**src/rtl/ascon_round_sched.sv**
```systemverilog
// Round/phase scheduler for an Ascon-128 encryption datapath: sequences
// initialization, associated data, plaintext and finalization permutations.
module ascon_round_sched #(
    parameter int PA_ROUNDS = 12,
    parameter int PB_ROUNDS = 6,
    parameter int CNT_W     = 4
) (
    input  logic             clock_i,
    input  logic             reset_i,
    input  logic             start_i,
    input  logic [CNT_W-1:0] ad_blocks_i,
    input  logic [CNT_W-1:0] pt_blocks_i,
    input  logic             data_valid_i,
    output logic             data_ready_o,
    output logic [3:0]       round_o,
    output logic             perm_en_o,
    output logic             init_o,
    output logic             xor_data_o,
    output logic             xor_key_begin_o,
    output logic             xor_key_end_o,
    output logic             xor_domain_o,
    output logic             cipher_valid_o,
    output logic             tag_valid_o,
    output logic             done_o,
    output logic             busy_o
);

    typedef enum logic [3:0] {
        S_IDLE,
        S_INIT,
        S_AD_WAIT,
        S_AD_PERM,
        S_DOMAIN,
        S_PT_WAIT,
        S_PT_PERM,
        S_FINAL,
        S_TAG
    } state_t;

    // p^b uses the last PB_ROUNDS round constants of p^a
    localparam logic [3:0]       RND_FIRST_B = 4'(PA_ROUNDS - PB_ROUNDS);
    localparam logic [3:0]       RND_LAST    = 4'(PA_ROUNDS - 1);
    localparam logic [CNT_W-1:0] ONE_BLK     = {{(CNT_W-1){1'b0}}, 1'b1};

    state_t           state_q, state_d;
    logic [3:0]       round_q, round_d;
    logic [CNT_W-1:0] ad_cnt_q, ad_cnt_d;
    logic [CNT_W-1:0] pt_cnt_q, pt_cnt_d;
    logic             last_round;
    logic             perm_active;
    logic             wait_state;

    assign last_round = (round_q == RND_LAST);

    always_ff @(posedge clock_i) begin
        if (reset_i) begin
            state_q  <= S_IDLE;
            round_q  <= '0;
            ad_cnt_q <= '0;
            pt_cnt_q <= '0;
        end else begin
            state_q  <= state_d;
            round_q  <= round_d;
            ad_cnt_q <= ad_cnt_d;
            pt_cnt_q <= pt_cnt_d;
        end
    end

    always_comb begin
        state_d  = state_q;
        round_d  = round_q;
        ad_cnt_d = ad_cnt_q;
        pt_cnt_d = pt_cnt_q;
        case (state_q)
            S_IDLE: begin
                if (start_i) begin
                    state_d  = S_INIT;
                    round_d  = '0;
                    ad_cnt_d = ad_blocks_i;
                    pt_cnt_d = (pt_blocks_i == '0) ? ONE_BLK : pt_blocks_i;
                end
            end
            S_INIT: begin
                round_d = round_q + 4'd1;
                if (last_round) begin
                    round_d = '0;
                    state_d = (ad_cnt_q != '0) ? S_AD_WAIT : S_DOMAIN;
                end
            end
            S_AD_WAIT: begin
                if (data_valid_i) begin
                    ad_cnt_d = ad_cnt_q - ONE_BLK;
                    round_d  = RND_FIRST_B;
                    state_d  = S_AD_PERM;
                end
            end
            S_AD_PERM: begin
                round_d = round_q + 4'd1;
                if (last_round) begin
                    round_d = '0;
                    state_d = (ad_cnt_q != '0) ? S_AD_WAIT : S_DOMAIN;
                end
            end
            S_DOMAIN: begin
                state_d = S_PT_WAIT;
            end
            S_PT_WAIT: begin
                if (data_valid_i) begin
                    pt_cnt_d = pt_cnt_q - ONE_BLK;
                    if (pt_cnt_q == ONE_BLK) begin
                        round_d = '0;
                        state_d = S_FINAL;
                    end else begin
                        round_d = RND_FIRST_B;
                        state_d = S_PT_PERM;
                    end
                end
            end
            S_PT_PERM: begin
                round_d = round_q + 4'd1;
                if (last_round) begin
                    round_d = '0;
                    state_d = S_PT_WAIT;
                end
            end
            S_FINAL: begin
                round_d = round_q + 4'd1;
                if (last_round) begin
                    round_d = '0;
                    state_d = S_TAG;
                end
            end
            S_TAG: begin
                state_d = S_IDLE;
            end
            default: begin
                state_d = S_IDLE;
                round_d = '0;
            end
        endcase
    end

    // Outputs decode state/counters only; data_valid_i feeds just the WAIT handshakes
    always_comb begin
        perm_active = (state_q == S_INIT) || (state_q == S_AD_PERM) ||
                      (state_q == S_PT_PERM) || (state_q == S_FINAL);
        wait_state  = (state_q == S_AD_WAIT) || (state_q == S_PT_WAIT);

        perm_en_o       = perm_active;
        round_o         = perm_active ? round_q : '0;
        init_o          = (state_q == S_INIT) && (round_q == '0);
        xor_key_begin_o = (state_q == S_FINAL) && (round_q == '0);
        xor_key_end_o   = ((state_q == S_INIT) || (state_q == S_FINAL)) && last_round;
        xor_domain_o    = (state_q == S_DOMAIN);
        data_ready_o    = wait_state;
        xor_data_o      = wait_state && data_valid_i;
        cipher_valid_o  = (state_q == S_PT_WAIT) && data_valid_i;
        tag_valid_o     = (state_q == S_TAG);
        done_o          = (state_q == S_TAG);
        busy_o          = (state_q != S_IDLE);
    end

endmodule

```
**config.mk**
```make
export PLATFORM = sky130hd
export DESIGN_NAME = ascon_round_sched
export DESIGN_NICKNAME = d
export VERILOG_FILES = /design/src/rtl/ascon_round_sched.sv
export SDC_FILE = /design/constraint.sdc
export NUM_CORES = 1
export LEC_CHECK = 0
export ABC_AREA = 1
export CAP_MARGIN = 25
export CORE_MARGIN = 1.5
export CORE_UTILIZATION = 45
export CTS_CLUSTER_SIZE = 14
export DETAILED_ROUTE_END_ITERATION = 8
export PLACE_DENSITY = 0.75
export SLEW_MARGIN = 30
export SYNTH_ARGS = -nofsm -noshare
export SYNTH_HDL_FRONTEND = slang
export SYNTH_SLANG_ARGS = --single-unit
```
**constraint.sdc**
```tcl
create_clock -name clock_i -period 1.15 [get_ports clock_i]
set_input_delay 0.23 -clock clock_i [delete_from_list [all_inputs] [get_ports clock_i]]
set_output_delay 0.23 -clock clock_i [all_outputs]
set_load 0.02 [all_outputs]
```
==> results of run 1 <==
==> per-stage QoR <==
step	hold slack, ns	total power [mW]	instances
3_3_place_gp	0.467	4.16	305
3_5_place_dp	0.471	4.20	305
5_1_grt	0.515	6.54	319
6_report	0.492	6.19	319
4_1_cts	0.483	5.39	319
2_1_floorplan	0.457	3.01	208
==> flip-flops by register name, indices dropped and copies added, names as in the netlist <==
name / count
ad_cnt_q: 4
pt_cnt_q: 4
round_q: 4
state_q: 4
==> placed cells by master, fill, tap and decap left out, drive strengths merged <==
cell type	synthesis	layout
nor4	1	1
clkdlybuf4s50	0	11
a21oi	13	13
nor2	41	41
dfxtp	16	16
nor3	1	1
inv	29	29
o21ai	10	10
nand3	13	13
buf	4	69
nand2	72	72
xnor2	1	1
ha	5	5
clkinv	1	1
xor2	1	1
clkbuf	0	4
==> cell families (layout without fill, tap and decap cells) <==
| logic type | Yosys count | count (layout) |
|---|---|---|
| AOI/OAI and AO/OA | 23 | 23 |
| xor gates and xnor gates | 2 | 2 |
| DFF | 16 | 16 |
| buffers and inverters | 34 | 114 |
| adders and majority gates | 5 | 5 |
| and+or+nand+nor | 128 | 128 |
==> worst min-delay path by stage <==
stage,start,endpoint,depth (start not counted)
after detailed placement,pt_cnt_q[3],pt_cnt_q[3],2
final,pt_cnt_q[3],pt_cnt_q[3],2
after CTS,pt_cnt_q[3],pt_cnt_q[3],2
after floorplan,pt_cnt_q[3],pt_cnt_q[3],2
after global routing,pt_cnt_q[3],pt_cnt_q[3],2
after global placement,pt_cnt_q[3],pt_cnt_q[3],2
==> metal layers <==
| layer | GRT usage (%) | vias to the layer above | part of all wire [%] |
|---|---|---|---|
| met2 | 49.2 | 97 | 49 |
| li1 | - | 804 | - |
| met5 | 0 | - | 0 |
| met4 | 10.5 | 0 | 3.4 |
| met1 | 36.5 | 830 | 40 |
| met3 | 6.45 | 22 | 7.5 |
==> power groups by stage <==
| stage | combinational [mW] | clock [mW] | sequential, mW |
|---|---|---|---|
| finish | 4.83 | 0.330 | 1.03 |
| global route | 5.13 | 0.347 | 1.06 |
| CTS | 4.09 | 0.332 | 0.974 |
| detailed placement | 3.23 | 0 | 0.976 |
| global placement | 3.19 | 0 | 0.966 |
| floorplan | 2.06 | 0 | 0.943 |
==> final cells by class <==
| cell class | count | area [sq um] |
|---|---|---|
| well taps | 31 | 38.8 |
| clock buffers | 4 | 26.3 |
| inverters | 30 | 125 |
| fillers | 126 | 278 |
| repair buffers | 80 | 764 |
| flip-flops and latches | 16 | 343 |
| multi-input cells | 158 | 1160 |
==> repair_timing <==
action | CTS | global route
buffers inserted | 10 | 0
endpoints found under the setup margin | 31 | 31
resized for setup | 145 | 37
hold buffers | 0 | 0
pin swaps | 31 | 21
hold endpoints to repair | 0 | 0
==> critical path: stages, from the launching register on <==
cell and delay, ns:
dfxtp_4 0.41, inv_4 0.04, nor2_4 0.18, nand3_4 0.15, a21oi_4 0.18, buf_6 0.14
==> metrics.md, run 1 <==
| Metric | Value |
|---|---|
| CP Launch Type | `flip-flop` |
| Cell Rows | `19` |
| Synthesis-to-finish area growth | `92.1%` |
| Total grt overflow | `0` |
| Share of cells above drive strength 1 | `58.0%` |
| Die Ht | `56.3 um` |
| Crit-path max FO | `5` |
| R2R setup slack | `-0.43 ns` |
| Net Count, Synth | `225` |
| Fmax | `611 MHz` |
| CP endpoint kind | `output port` |
| Crit path time final | `1.64 ns` |
| Critical path class | `flip-flop to output port` |
| Final setup fails | `31` |
| Pre-antenna DRT Iters | `5` |
| Psw | `3.15 mW` |
| Critical R2R Launch | `state_q[2]` |
| Worst clock skew | `0.0152 ns` |
| Largest net degree at the start of global routing | `10` |
| Critical Path Source | `state_q[2]` |
| Post-Synth Simple-Gate Area | `46.8%` |
| Hold Vio Cnt, Final | `0` |
| CTS Root Cell | `clkbuf_4` |
| Initial antenna violation count | `0` |
| CP endpoint | `xor_key_end_o` |
| Port Buffers | `26` |
| Sequential share of power | `16.7%` |
| Register-to-Register Path Depth | `10` |
| CTS HTree Levels | `1` |
| Ant diodes | `0` |
| GR Util All Layers | `29.2%` |
| Final Cell Area | `2460 sq um` |
| HP Class | `flip-flop to flip-flop` |
| Most frequent cell after synthesis | `nand2_1` |
| Pleak | `1.13 nW` |
| Internal | `3.04 mW` |
| Synth unique cells | `24` |
| First-pass GRT wire length | `7310 um` |
| Pre-CTS setup slack | `-0.643 ns` |
| Mapped Area | `1280 sq um` |
| Top post-synthesis cells by area | `dfxtp_1 25%, nand2_1 17%, nor2_1 10%, inv_1 7.0%, nand2_2 5.9%` |
| Worst rel slew slack | `74.9%` |
| Post-DP Area | `2000 sq um` |
| Post-route ant nets | `0` |
| Max-cap viol count | `0` |
| Post-Route WL | `5700 um` |
| Post-synthesis adder-cell area fraction | `4.89%` |
| Num CTS Buffers | `3` |
| Clock power frac | `5.3%` |
| Final period utilization | `142%` |
| Area share of the largest cell type after synthesis | `25.0%` |
| Die area | `3170 sq um` |
| Xor/xnor share of the synthesized area | `1.37%` |
| Warnings from Yosys | `0` |
| Synth Instances | `208` |
| Asr flop ratio synth | `0%` |
| Final Max Slew Viols | `0` |
| Setup_tns | `-11.49 ns` |
| Yosys reg bits | `16` |
| CP Data Required Time | `0.92 ns` |
| Outcome | `complete, but fails checks` |
| Chip width | `56.3 um` |
| Gpl congestion | `0.834` |
| Syn_area_per_cell | `6.15 sq um` |
| Area leader, netlist | `dfxtp_1` |
| Residual DRC count | `0` |
| Initial DRC Count | `160` |
| Combinational power share | `78.0%` |
| Worst-path clk slew | `0.11 ns` |
| Worst r2r dst | `ad_cnt_q[3]` |
| Post-synthesis mux area share | `0%` |
| Power Density | `2520 nW/um^2` |
| Core area | `2730 sq um` |
| Post-synth top flop | `dfxtp_1` |
| CTS tree | `yes` |
| Post-synth EDFFs | `0` |
| Unrepaired setup endpoints after global routing | `true` |
| Post-synth top cells | `58 x nand2_1, 34 x nor2_1, 24 x inv_1` |
| Failing checks | `negative setup slack` |
| Vias in the first global route | `1597` |
| PnR worst setup slack | `-0.486 ns` |
| Via count | `1753` |
| Synth Area in Compound Gates | `10.5%` |
| Via-to-Cell Ratio | `5.50` |
| Initial core utilization | `46.8%` |
| Final HPWL DP | `2590 um` |
| Worst EP arrival | `1.41 ns` |
| Avg WL per Cell | `17.9 um` |
| # IOs | `27` |
| Clock Sinks | `16` |
| Largest family of logic cells by synthesized area | `simple AND/OR/NAND/NOR gates` |
| Net Sw Frac | `50.9%` |
| Clock Latency Late Sink | `0.30 ns` |
| Sequential area share after synthesis | `25.0%` |
| Slew @ Worst Pin | `0.374 ns` |
| Fin util | `89.8%` |
| Fin nets | `306` |
| Maximum clock path buffer count | `2` |
| Worst VDD drop | `1940 uV` |
(Power assumes the default switching activity.)
==> inputs of run 2 (changes only) <==
- PLACE_DENSITY: 0.75 -> 0.72
- clock period: 1.15 -> 2.1 ns (I/O delays scaled with it)
==> metrics.md, run 2 (synthesis results as in run 1) <==
| Metric | Value |
|---|---|
| Outcome | `finished, final reports clean (was complete, but fails checks)` |
| Post-route ant nets | `0 (unchanged)` |
| Gpl congestion | `0.795 (was 0.834)` |
| Worst clock skew | `0.00797 ns (was 0.0152 ns)` |
| Maximum clock path buffer count | `2 (unchanged)` |
| GR Util All Layers | `19.4% (was 29.2%)` |
| CTS Root Cell | `clkbuf_4 (unchanged)` |
| Total power draw | `2.01 mW (was 6.19 mW)` |
| Post-Route WL | `2910 um (was 5700 um)` |
| Hold Vio Cnt, Final | `0 (unchanged)` |
| Filler cells | `284 (was 126)` |
| Total grt overflow | `0 (unchanged)` |
| Max-cap viol count | `0 (unchanged)` |
| Crit path time final | `1.97 ns` |
| Final Max Slew Viols | `0 (unchanged)` |
| Pre-antenna DRT Iters | `4 (was 5)` |
| Via count | `1321 (was 1753)` |
| Largest net degree at the start of global routing | `10 (unchanged)` |
| Vias in the first global route | `1165 (was 1597)` |
| Post-CTS Setup Bufs | `0 (was 10)` |
| Commonest non-fill, non-tap cell in the layout | `nand2_1 (unchanged)` |
| Worst-path cell chain | `buf_4 -> nor2_4 -> nand2_4 -> a21oi_1 -> dlygate4sd2_1 (was inv_4 -> nor2_4 -> nand3_4 -> a21oi_4 -> buf_6)` |
| CTS tree | `yes (unchanged)` |
| Fmax | `507 MHz` |
| Post-DP Area | `1640 sq um (was 2000 sq um)` |
| Ant diodes | `0 (unchanged)` |
| Cell Rows | `19 (unchanged)` |
| Die Ht | `56.3 um (unchanged)` |
| Die area | `3170 sq um (unchanged)` |
| HP Class | `flip-flop to flip-flop (unchanged)` |
| Final HPWL DP | `2340 um (was 2590 um)` |
| Final Cell Area | `1650 sq um (was 2460 sq um)` |
| Via-to-Cell Ratio | `4.77 (was 5.50)` |
| Worst-path clk slew | `0.10 ns (was 0.11 ns)` |
| Pleak | `0.860 nW (was 1.13 nW)` |
| CP max stage cell | `dfxtp_2 (was dfxtp_4)` |
| CTS HTree Levels | `1 (unchanged)` |
| Total area of multi-input combinational cells | `812 sq um (was 1160 sq um)` |
| Crit-path max FO | `8 (was 5)` |
| Unrepaired setup endpoints after global routing | `false (was true)` |
| Synthesis-to-finish area growth | `28.7% (was 92.1%)` |
| Worst VDD drop | `918 uV (was 1940 uV)` |
| Initial DRC Count | `43 (was 160)` |
| Initial core utilization | `46.8% (unchanged)` |
| Register area | `324 sq um (was 343 sq um)` |
| Power Density | `1220 nW/um^2 (was 2520 nW/um^2)` |
| Initial antenna violation count | `0 (unchanged)` |
| Chip width | `56.3 um (unchanged)` |
| CP endpoint kind | `output port (unchanged)` |
| Worst rel slew slack | `83.6% (was 74.9%)` |
| Final setup fails | `0 (was 31)` |
| Avg WL per Cell | `10.5 um (was 17.9 um)` |
| Final period utilization | `93.8%` |
| Num CTS Buffers | `3 (unchanged)` |
| Critical path class | `flip-flop to output port (unchanged)` |
| CP top delay family | `buffers and inverters (was flip-flops)` |
| # hold bufs at CTS | `0 (unchanged)` |
| Share of cells above drive strength 1 | `22.0% (was 58.0%)` |
| Port Buffers | `26 (unchanged)` |
| Clock Sinks | `16 (unchanged)` |
| Most frequent cells in the layout | `58 x nand2_1, 34 x nor2_1, 24 x inv_1 (was 37 x nand2_1, 36 x buf_4, 31 x buf_6)` |
| CP Data Required Time | `1.68 ns (was 0.92 ns)` |
| Slowest stage delay, CP | `0.38 ns (was 0.41 ns)` |
| CP Launch Type | `flip-flop (unchanged)` |
| Clock Latency Late Sink | `0.30 ns (about the same)` |
| # IOs | `27 (unchanged)` |
| Core area | `2730 sq um (unchanged)` |
| Residual DRC count | `0 (unchanged)` |
| First-pass GRT wire length | `4880 um (was 7310 um)` |
| Slew @ Worst Pin | `0.246 ns (was 0.374 ns)` |
| Worst EP arrival | `1.55 ns (was 1.41 ns)` |
| Fin nets | `265 (was 306)` |
| Buf/Inv on CP | `2 (unchanged)` |
## run 2: cell type report
type	instances	share of cell area [%]
multi-input cells	158	49.4
repair buffers	39	20.4
flip-flops and latches	16	19.7
inverters	30	6.84
well taps	31	2.36
clock buffers	3	1.37
## run 2: what timing repair did
item                                   CTS  global route
endpoints found under the hold margin    0             0
resized for setup                       18             2
setup endpoints to repair               15             1
## run 2: metrics by stage
stage	std cells	setup TNS, ns	hold slack, ns	setup WS, ns	utilization (%)
floorplan	208	0	0.457	0.461	-
global placement	274	-0.0638	0.472	-0.0400	60.0
detailed placement	274	-0.0299	0.475	-0.0289	60.0
CTS	277	0	0.494	0.0541	60.3
global route	277	0	0.519	0.0166	60.2
finish	277	0	0.491	0.129	60.2
## run 2: worst register-to-register path: stages (launching register included)
cell     delay (ns)
dfxtp_1        0.36
ha_1           0.20
nand2_1        0.06
nor2_1         0.14
inv_1          0.09
nand2_2        0.09
nand2_2        0.07
nor2_4         0.16
nand2_1        0.07
nand2_1        0.06
nor2_1         0.04
## run 2: final timing paths
path	start	end	slack, ns	cells past startpoint
worst min register to register	round_q[3]	round_q[3]	0.49	2
worst max-delay path	state_q[0]	xor_data_o	0.13	5
worst min-delay path	round_q[3]	round_q[3]	0.49	2
worst max register to register	round_q[0]	state_q[2]	0.67	10
## run 2: layer usage
metal | up-vias | routed length, um | GRT usage, %
met2 | 25 | 1420 | 33.3
li1 | 715 | - | -
met3 | 5 | 83 | 3.46
met1 | 576 | 1370 | 24.9
met4 | 0 | 36 | 5.10
met5 | - | 0 | 0
## run 2: power by group
part           internal [mW]  leakage (nW)  switching (mW)
Combinational          0.505         0.713           0.813
Clock                 0.0669        0.0138           0.103
Sequential             0.412         0.133           0.113
